[config.mk]
export PLATFORM = sky130hd
export DESIGN_NAME = ppu_vram_arbiter_flat
export DESIGN_NICKNAME = d
export VERILOG_FILES = /design/src/rtl/ppu_vram_arbiter_pkg.sv /design/src/rtl/ppu_vram_arbiter_if.sv /design/src/rtl/ppu_vram_arbiter_vram_mirror_map.sv /design/src/rtl/ppu_vram_arbiter.sv /design/src/flat_wrapper.sv
export SDC_FILE = /design/constraint.sdc
export NUM_CORES = 1
export LEC_CHECK = 0
export CAP_MARGIN = 10
export CELL_PAD_IN_SITES_DETAIL_PLACEMENT = 1
export CELL_PAD_IN_SITES_GLOBAL_PLACEMENT = 2
export CORE_MARGIN = 3
export CORE_UTILIZATION = 28
export DETAILED_ROUTE_END_ITERATION = 10
export HOLD_SLACK_MARGIN = 0.08
export PLACE_DENSITY = 0.87
export SKIP_CTS_REPAIR_TIMING = 1
export SLEW_MARGIN = 5
export SYNTH_ARGS = -nofsm -noshare
export SYNTH_HDL_FRONTEND = slang
export SYNTH_SLANG_ARGS = --single-unit
[constraint.sdc]
create_clock -name clk -period 5.15 [get_ports clk]
set_input_delay 0.7725 -clock clk [delete_from_list [all_inputs] [get_ports clk]]
set_output_delay 0.7725 -clock clk [all_outputs]
set_load 0.01 [all_outputs]
[src/rtl/ppu_vram_arbiter_pkg.sv]
// ============================================================================
// ppu_vram_arbiter_pkg : shared types and constants for the nametable arbiter
// Revision 1.0
// ============================================================================
`default_nettype none

package ppu_vram_arbiter_pkg;

  typedef enum logic [1:0] {
    VER_MIRROR = 2'd0,
    HOR_MIRROR = 2'd1,
    ONE_LO     = 2'd2,
    ONE_HI     = 2'd3
  } mirror_t;

  typedef enum logic [1:0] {
    C_IDLE   = 2'd0,
    C_PEND   = 2'd1,
    C_RDWAIT = 2'd2
  } cpu_arb_state_t;

  localparam logic [13:0] VRAM_NT_LO = 14'h2000;
  localparam logic [13:0] VRAM_NT_HI = 14'h3EFF;

endpackage

`default_nettype wire

[src/rtl/ppu_vram_arbiter_if.sv]
// ============================================================================
// ppu_vram_arbiter_if : render, CPU and VRAM-side signals of the arbiter
// Revision 1.0
// ============================================================================
`default_nettype none

interface ppu_vram_arbiter_if;

  logic        rend_req;
  logic [13:0] rend_addr;
  logic        rend_rd_valid;
  logic [7:0]  rend_rd_data;
  logic        rend_stall;

  logic        cpu_req;
  logic        cpu_we;
  logic [13:0] cpu_addr;
  logic [7:0]  cpu_wr_data;
  logic        cpu_busy;
  logic        cpu_done;
  logic [7:0]  cpu_rd_data;

  logic [10:0] vram_addr;
  logic        vram_re;
  logic        vram_we;
  logic [7:0]  vram_wr_data;
  logic [7:0]  vram_rd_data;

  modport master (
    output rend_req, rend_addr, cpu_req, cpu_we, cpu_addr, cpu_wr_data, vram_rd_data,
    input  rend_rd_valid, rend_rd_data, rend_stall, cpu_busy, cpu_done, cpu_rd_data,
           vram_addr, vram_re, vram_we, vram_wr_data
  );

  modport slave (
    input  rend_req, rend_addr, cpu_req, cpu_we, cpu_addr, cpu_wr_data, vram_rd_data,
    output rend_rd_valid, rend_rd_data, rend_stall, cpu_busy, cpu_done, cpu_rd_data,
           vram_addr, vram_re, vram_we, vram_wr_data
  );

endinterface

`default_nettype wire

[src/rtl/ppu_vram_arbiter_vram_mirror_map.sv]
// ============================================================================
// vram_mirror_map : PPU address -> 2 KiB nametable address with mirroring
// Revision 1.0
// ============================================================================
`default_nettype none

module vram_mirror_map
  import ppu_vram_arbiter_pkg::*;
(
  input  logic [13:0] addr,
  input  mirror_t     mirroring,
  output logic [10:0] vram_addr,
  output logic        in_range
);

  always_comb begin
    vram_addr = {1'b0, addr[9:0]};
    case (mirroring)
      VER_MIRROR: vram_addr = {addr[10], addr[9:0]};
      HOR_MIRROR: vram_addr = {addr[11], addr[9:0]};
      default:    vram_addr = {1'b0, addr[9:0]};
    endcase
    in_range = (addr >= VRAM_NT_LO) && (addr <= VRAM_NT_HI);
  end

endmodule

`default_nettype wire

[src/rtl/ppu_vram_arbiter.sv]
// ============================================================================
// ppu_vram_arbiter : shares nametable VRAM between render fetches and CPU
// Revision 1.0
// ============================================================================
`default_nettype none

module ppu_vram_arbiter
  import ppu_vram_arbiter_pkg::*;
#(
  parameter int STARVE_LIMIT = 16,
  parameter int CNT_W        = 5
) (
  input  logic                clk,
  input  logic                rst_n,
  input  logic                ppu_clk_en,
  input  mirror_t             mirroring,
  ppu_vram_arbiter_if.slave   bus
);

  localparam logic [CNT_W-1:0] STARVE_MAX = CNT_W'(STARVE_LIMIT);

  cpu_arb_state_t   state;
  logic             we_q;
  logic [13:0]      addr_q;
  logic [7:0]       wd_q;
  logic [CNT_W-1:0] starve;
  logic             rd_oor_q;
  logic             rend_oor_q;
  logic             busy_q;
  logic             done_q;
  logic [7:0]       rd_data_q;
  logic             rend_valid_q;
  logic             rend_stall_q;

  logic             starved;
  logic             cpu_grant;
  logic             rend_grant;
  logic [13:0]      grant_addr;
  logic [10:0]      map_addr;
  logic             in_range;

  // Render has priority unless the pending CPU access has waited out the limit.
  assign starved    = (starve == STARVE_MAX);
  assign cpu_grant  = ppu_clk_en && (state == C_PEND) && (!bus.rend_req || starved);
  assign rend_grant = ppu_clk_en && bus.rend_req && !cpu_grant;
  assign grant_addr = cpu_grant ? addr_q : bus.rend_addr;

  vram_mirror_map u_map (
    .addr      (grant_addr),
    .mirroring (mirroring),
    .vram_addr (map_addr),
    .in_range  (in_range)
  );

  assign bus.vram_addr     = map_addr;
  assign bus.vram_re       = in_range && (rend_grant || (cpu_grant && !we_q));
  assign bus.vram_we       = in_range && cpu_grant && we_q;
  assign bus.vram_wr_data  = wd_q;

  assign bus.rend_rd_valid = rend_valid_q;
  assign bus.rend_rd_data  = rend_oor_q ? 8'h00 : bus.vram_rd_data;
  assign bus.rend_stall    = rend_stall_q;
  assign bus.cpu_busy      = busy_q;
  assign bus.cpu_done      = done_q;
  assign bus.cpu_rd_data   = rd_data_q;

  always_ff @(posedge clk or negedge rst_n) begin
    if (!rst_n) begin
      rend_valid_q <= 1'b0;
      rend_stall_q <= 1'b0;
      rend_oor_q   <= 1'b0;
    end else if (ppu_clk_en) begin
      rend_valid_q <= rend_grant;
      rend_stall_q <= bus.rend_req && !rend_grant;
      if (rend_grant) begin
        rend_oor_q <= !in_range;
      end
    end
  end

  always_ff @(posedge clk or negedge rst_n) begin
    if (!rst_n) begin
      state     <= C_IDLE;
      we_q      <= 1'b0;
      addr_q    <= 14'h0000;
      wd_q      <= 8'h00;
      starve    <= '0;
      rd_oor_q  <= 1'b0;
      busy_q    <= 1'b0;
      done_q    <= 1'b0;
      rd_data_q <= 8'h00;
    end else begin
      case (state)
        C_IDLE: begin
          if (bus.cpu_req) begin
            we_q   <= bus.cpu_we;
            addr_q <= bus.cpu_addr;
            wd_q   <= bus.cpu_wr_data;
            starve <= '0;
            done_q <= 1'b0;
            busy_q <= 1'b1;
            state  <= C_PEND;
          end
        end
        C_PEND: begin
          if (cpu_grant) begin
            starve   <= '0;
            rd_oor_q <= !in_range;
            if (we_q) begin
              done_q <= 1'b1;
              busy_q <= 1'b0;
              state  <= C_IDLE;
            end else begin
              state  <= C_RDWAIT;
            end
          end else if (ppu_clk_en && bus.rend_req && !starved) begin
            starve <= starve + 1'b1;
          end
        end
        C_RDWAIT: begin
          if (ppu_clk_en) begin
            rd_data_q <= rd_oor_q ? 8'h00 : bus.vram_rd_data;
            done_q    <= 1'b1;
            busy_q    <= 1'b0;
            state     <= C_IDLE;
          end
        end
        default: state <= C_IDLE;
      endcase
    end
  end

endmodule

`default_nettype wire

[src/flat_wrapper.sv]
// flat-port wrapper written by rule: the top's interface ports become plain ports
module ppu_vram_arbiter_flat import ppu_vram_arbiter_pkg::*;
#(
  parameter int STARVE_LIMIT = 16,
  parameter int CNT_W        = 5
)
  (clk, rst_n, ppu_clk_en, mirroring, bus_rend_req, bus_rend_addr, bus_cpu_req, bus_cpu_we, bus_cpu_addr, bus_cpu_wr_data, bus_vram_rd_data, bus_rend_rd_valid, bus_rend_rd_data, bus_rend_stall, bus_cpu_busy, bus_cpu_done, bus_cpu_rd_data, bus_vram_addr, bus_vram_re, bus_vram_we, bus_vram_wr_data);
  ppu_vram_arbiter_if bus_i ();
  input  logic clk;
  input  logic rst_n;
  input  logic ppu_clk_en;
  input  mirror_t mirroring;
  input wire logic [$bits(bus_i.rend_req)-1:0] bus_rend_req;
  input wire logic [$bits(bus_i.rend_addr)-1:0] bus_rend_addr;
  input wire logic [$bits(bus_i.cpu_req)-1:0] bus_cpu_req;
  input wire logic [$bits(bus_i.cpu_we)-1:0] bus_cpu_we;
  input wire logic [$bits(bus_i.cpu_addr)-1:0] bus_cpu_addr;
  input wire logic [$bits(bus_i.cpu_wr_data)-1:0] bus_cpu_wr_data;
  input wire logic [$bits(bus_i.vram_rd_data)-1:0] bus_vram_rd_data;
  output wire logic [$bits(bus_i.rend_rd_valid)-1:0] bus_rend_rd_valid;
  output wire logic [$bits(bus_i.rend_rd_data)-1:0] bus_rend_rd_data;
  output wire logic [$bits(bus_i.rend_stall)-1:0] bus_rend_stall;
  output wire logic [$bits(bus_i.cpu_busy)-1:0] bus_cpu_busy;
  output wire logic [$bits(bus_i.cpu_done)-1:0] bus_cpu_done;
  output wire logic [$bits(bus_i.cpu_rd_data)-1:0] bus_cpu_rd_data;
  output wire logic [$bits(bus_i.vram_addr)-1:0] bus_vram_addr;
  output wire logic [$bits(bus_i.vram_re)-1:0] bus_vram_re;
  output wire logic [$bits(bus_i.vram_we)-1:0] bus_vram_we;
  output wire logic [$bits(bus_i.vram_wr_data)-1:0] bus_vram_wr_data;
  assign bus_i.rend_req = bus_rend_req;
  assign bus_i.rend_addr = bus_rend_addr;
  assign bus_i.cpu_req = bus_cpu_req;
  assign bus_i.cpu_we = bus_cpu_we;
  assign bus_i.cpu_addr = bus_cpu_addr;
  assign bus_i.cpu_wr_data = bus_cpu_wr_data;
  assign bus_i.vram_rd_data = bus_vram_rd_data;
  assign bus_rend_rd_valid = bus_i.rend_rd_valid;
  assign bus_rend_rd_data = bus_i.rend_rd_data;
  assign bus_rend_stall = bus_i.rend_stall;
  assign bus_cpu_busy = bus_i.cpu_busy;
  assign bus_cpu_done = bus_i.cpu_done;
  assign bus_cpu_rd_data = bus_i.cpu_rd_data;
  assign bus_vram_addr = bus_i.vram_addr;
  assign bus_vram_re = bus_i.vram_re;
  assign bus_vram_we = bus_i.vram_we;
  assign bus_vram_wr_data = bus_i.vram_wr_data;
  ppu_vram_arbiter #(.STARVE_LIMIT(STARVE_LIMIT), .CNT_W(CNT_W)) u_core (.clk(clk), .rst_n(rst_n), .ppu_clk_en(ppu_clk_en), .mirroring(mirroring), .bus(bus_i));
endmodule
==> run summary <==
Cell depth of the worst setup path - 6
Top post-synthesis cells by count - 44 x dfrtp_1, 34 x mux2_2, 18 x nand2_1
Final Instance Area - 3300 µm²
Worst stage delay on the critical path - 0.68 ns
Core box area - 7450 µm²
Clk sinks - 44
RSZ-0062 raised after global routing - false
Die area - 8970 µm²
Mapped Cells - 195
Vias/cell - 4.63
Initial core utilization - 29.6%
Critical path, cell by cell - clkdlybuf4s50_1, inv_1, o211ai_2, a211oi_1, a211oi_1, clkdlybuf4s50_1
Maximum VDD drop - 0.000176 V
Drt pass-1 iters - 2
Starting DRC count in detailed routing - 25
Setup CP Type - in2out
Nets - 345
Most frequent cell after synthesis - dfrtp_1
DRT antenna net count - 0
Max Freq - 264 MHz
Top cell type by total area after synthesis - dfrtp_1
FF-to-FF Start - u_core.starve[0]
GRT overflow - 0
Slowest cell on the critical path - o211ai_2
Ports - 93
Synth area leaders - dfrtp_1 50%, mux2_2 17%, o21ai_0 3.2%
DP Worst Slack - 1.37 ns
Initial antenna violation count - 0
Port Buffers - 92
Setup crit end - bus_vram_addr[10]
DR vias - 1,796
Reg clk slew, reported paths - 0.09 ns
Area of the multi-input gates - 1030 µm²
Synth top area share - 49.9%
Layout fillers - 834
Worst hold path class - reg2reg
FF-to-FF End - u_core.rd_oor_q
Synthesized area - 2200 µm²
Critical Path AT - 3.02 ns
Clock Path Buffers - 2
WL per Instance - 14.6 µm
Clock insertion delay at the later pin of the skew report - 0.29 ns
CTS Buf Count - 5
Post-layout util - 44.4%
TritonCTS clock tree - yes
Seq. cell area - 1100 µm²
Total wire length - 5650 µm
Post-synth cell types - 34
Delay-heaviest family, CP - buffers and inverters
DIE HEIGHT - 94.7 µm
ANT cells - 0
Final setup vio count - 0
Primary FF master, synth - dfrtp_1
Syn nets - 252
Final GP Congestion - 0.734
DP Area - 3210 µm²
Final WS setup - 1.36 ns
Synth warnings - 0
Layout area overhead - 49.9%
Rows - 31
Vias in the first global route - 1,939
Worst Tran Pin Value - 1.01 ns
Total GRT Usage - 13.1%
CP bufs+invs - 3
CP required - 4.38 ns
Critical Path Start - bus_rend_req
Final hold vios - 0
Max Slew Vio Count - 0
DRC Markers - 0
Post-synth ARST share - 100%
Synth Area per Inst - 11.3 µm²
First-pass GRT wire length - 9320 µm
Seq/Total Area, Yosys - 49.9%
Max cap viols - 0
Final min period - 3.79 ns
Total power per unit cell area - 456 nW/µm²
Post-synth EDFFs - 0
Pin count of the biggest net entering global routing - 45
Clock Tree Root - clkbuf_8
Leakage - 1.37 nW
Outcome - finished clean
Register bit count reported by yosys - 44
Pwr Total - 0.00151 W
Slew HR - 32.8%
Min-delay src - u_core.bus.cpu_rd_data[5]
Worst-case clock skew - 0.00979 ns
Crit path launch type - primary input
Fin crit share - 73.6%
Htree depth - 2
CP max FO - 16
Reg2Reg Depth - 7
Detailed Place HPWL - 4360 µm
R2r setup slk - 3.15 ns
Share of cells above drive strength 1 - 17.0%
Sum of negative setup slack - 0 ns
Crit end category - output port
Die W - 94.7 µm
[cell usage in the layout, fill, tap and decap left out, types with 2 or more instances in the layout]
cell             synthesis  layout
o21ai_0                 14      14
nand3_1                  6       6
o22ai_1                  2       2
clkdlybuf4s50_1          0      91
nor2_1                   4       4
mux2_2                  34      34
a21oi_1                  6       6
and3_1                   3       3
clkinvlp_4               0       2
nand2_1                 18      18
nand2b_1                 8       8
ha_1                     5       5
a21o_1                   2       2
nor2b_1                 11      11
clkbuf_8                 0       5
inv_1                   10      10
dfrtp_1                 44      44
a211oi_1                 2       2
o2bb2ai_1                2       2
mux2i_1                  4       4
nor4_1                   2       2
[worst register-to-register path, cell delays in order, from the launching register on]
cell	delay, ns
dfrtp_1	0.43
inv_1	0.07
ha_1	0.19
nor4bb_1	0.12
buf_4	0.16
o211ai_2	0.66
a21oi_1	0.09
a21o_1	0.19
[power breakdown]
part / switching, W / internal, W
combinational: 0.000290 / 0.000402
clock: 0.000127 / 0.0000962
sequential: 0.000100 / 0.000493
total: 0.000517 / 0.000991
[flip-flops by register name, indices dropped and copies added (netlist names)]
register and count:
u_core.addr_q 14, u_core.bus.cpu_rd_data 8, u_core.bus.vram_wr_data 8, u_core.starve 5, u_core.state 2, u_core.bus.cpu_busy 1, u_core.bus.cpu_done 1, u_core.bus.rend_rd_valid 1
u_core.bus.rend_stall 1, u_core.rd_oor_q 1, u_core.rend_oor_q 1, u_core.we_q 1
[layout make-up]
class | count | area share, %
tap | 99 | 3.75
clock buffer | 5 | 2.08
clock inverter | 3 | 0.719
inverter | 10 | 1.14
multi-input combinational | 134 | 31.0
sequential | 44 | 33.3
timing repair buffer | 93 | 27.9
[layer usage]
metal	GRT usage (%)	share of wire (%)	vias to the layer above
met4	3.61	0.90	0
met2	21.2	46	65
li1	-	-	866
met1	16.6	44	861
met3	4.70	8.7	4
met5	0	0	-
[kinds of logic (layout without fill, tap and decap cells)]
kind of cell / count (synthesis) / after routing / synth area share [%]
muxes: 39 / 39 / 19.9
and+or+nand+nor: 56 / 56 / 13.3
adders and majority gates: 5 / 5 / 2.84
buffers and inverters: 17 / 111 / 3.52
DFF: 44 / 44 / 49.9
AOI/OAI and AO/OA: 34 / 34 / 10.6
[worst min path at each step]
stage	slack (ns)	to	cells past startpoint
floorplan	0.48	u_core.addr_q[0]	0
global placement	0.46	u_core.bus.cpu_rd_data[7]	2
detailed placement	0.48	u_core.bus.cpu_rd_data[1]	2
CTS	0.50	u_core.bus.cpu_rd_data[3]	2
global route	0.52	u_core.bus.vram_wr_data[3]	1
finish	0.49	u_core.bus.cpu_rd_data[5]	2
[metrics by stage]
stage	std cells	hold WS, ns
after floorplan	195	0.475
after global placement	380	0.464
after detailed placement	380	0.476
after CTS	388	0.496
after global routing	388	0.525
final	388	0.487
Note: power is estimated with default switching activity, not from simulation.
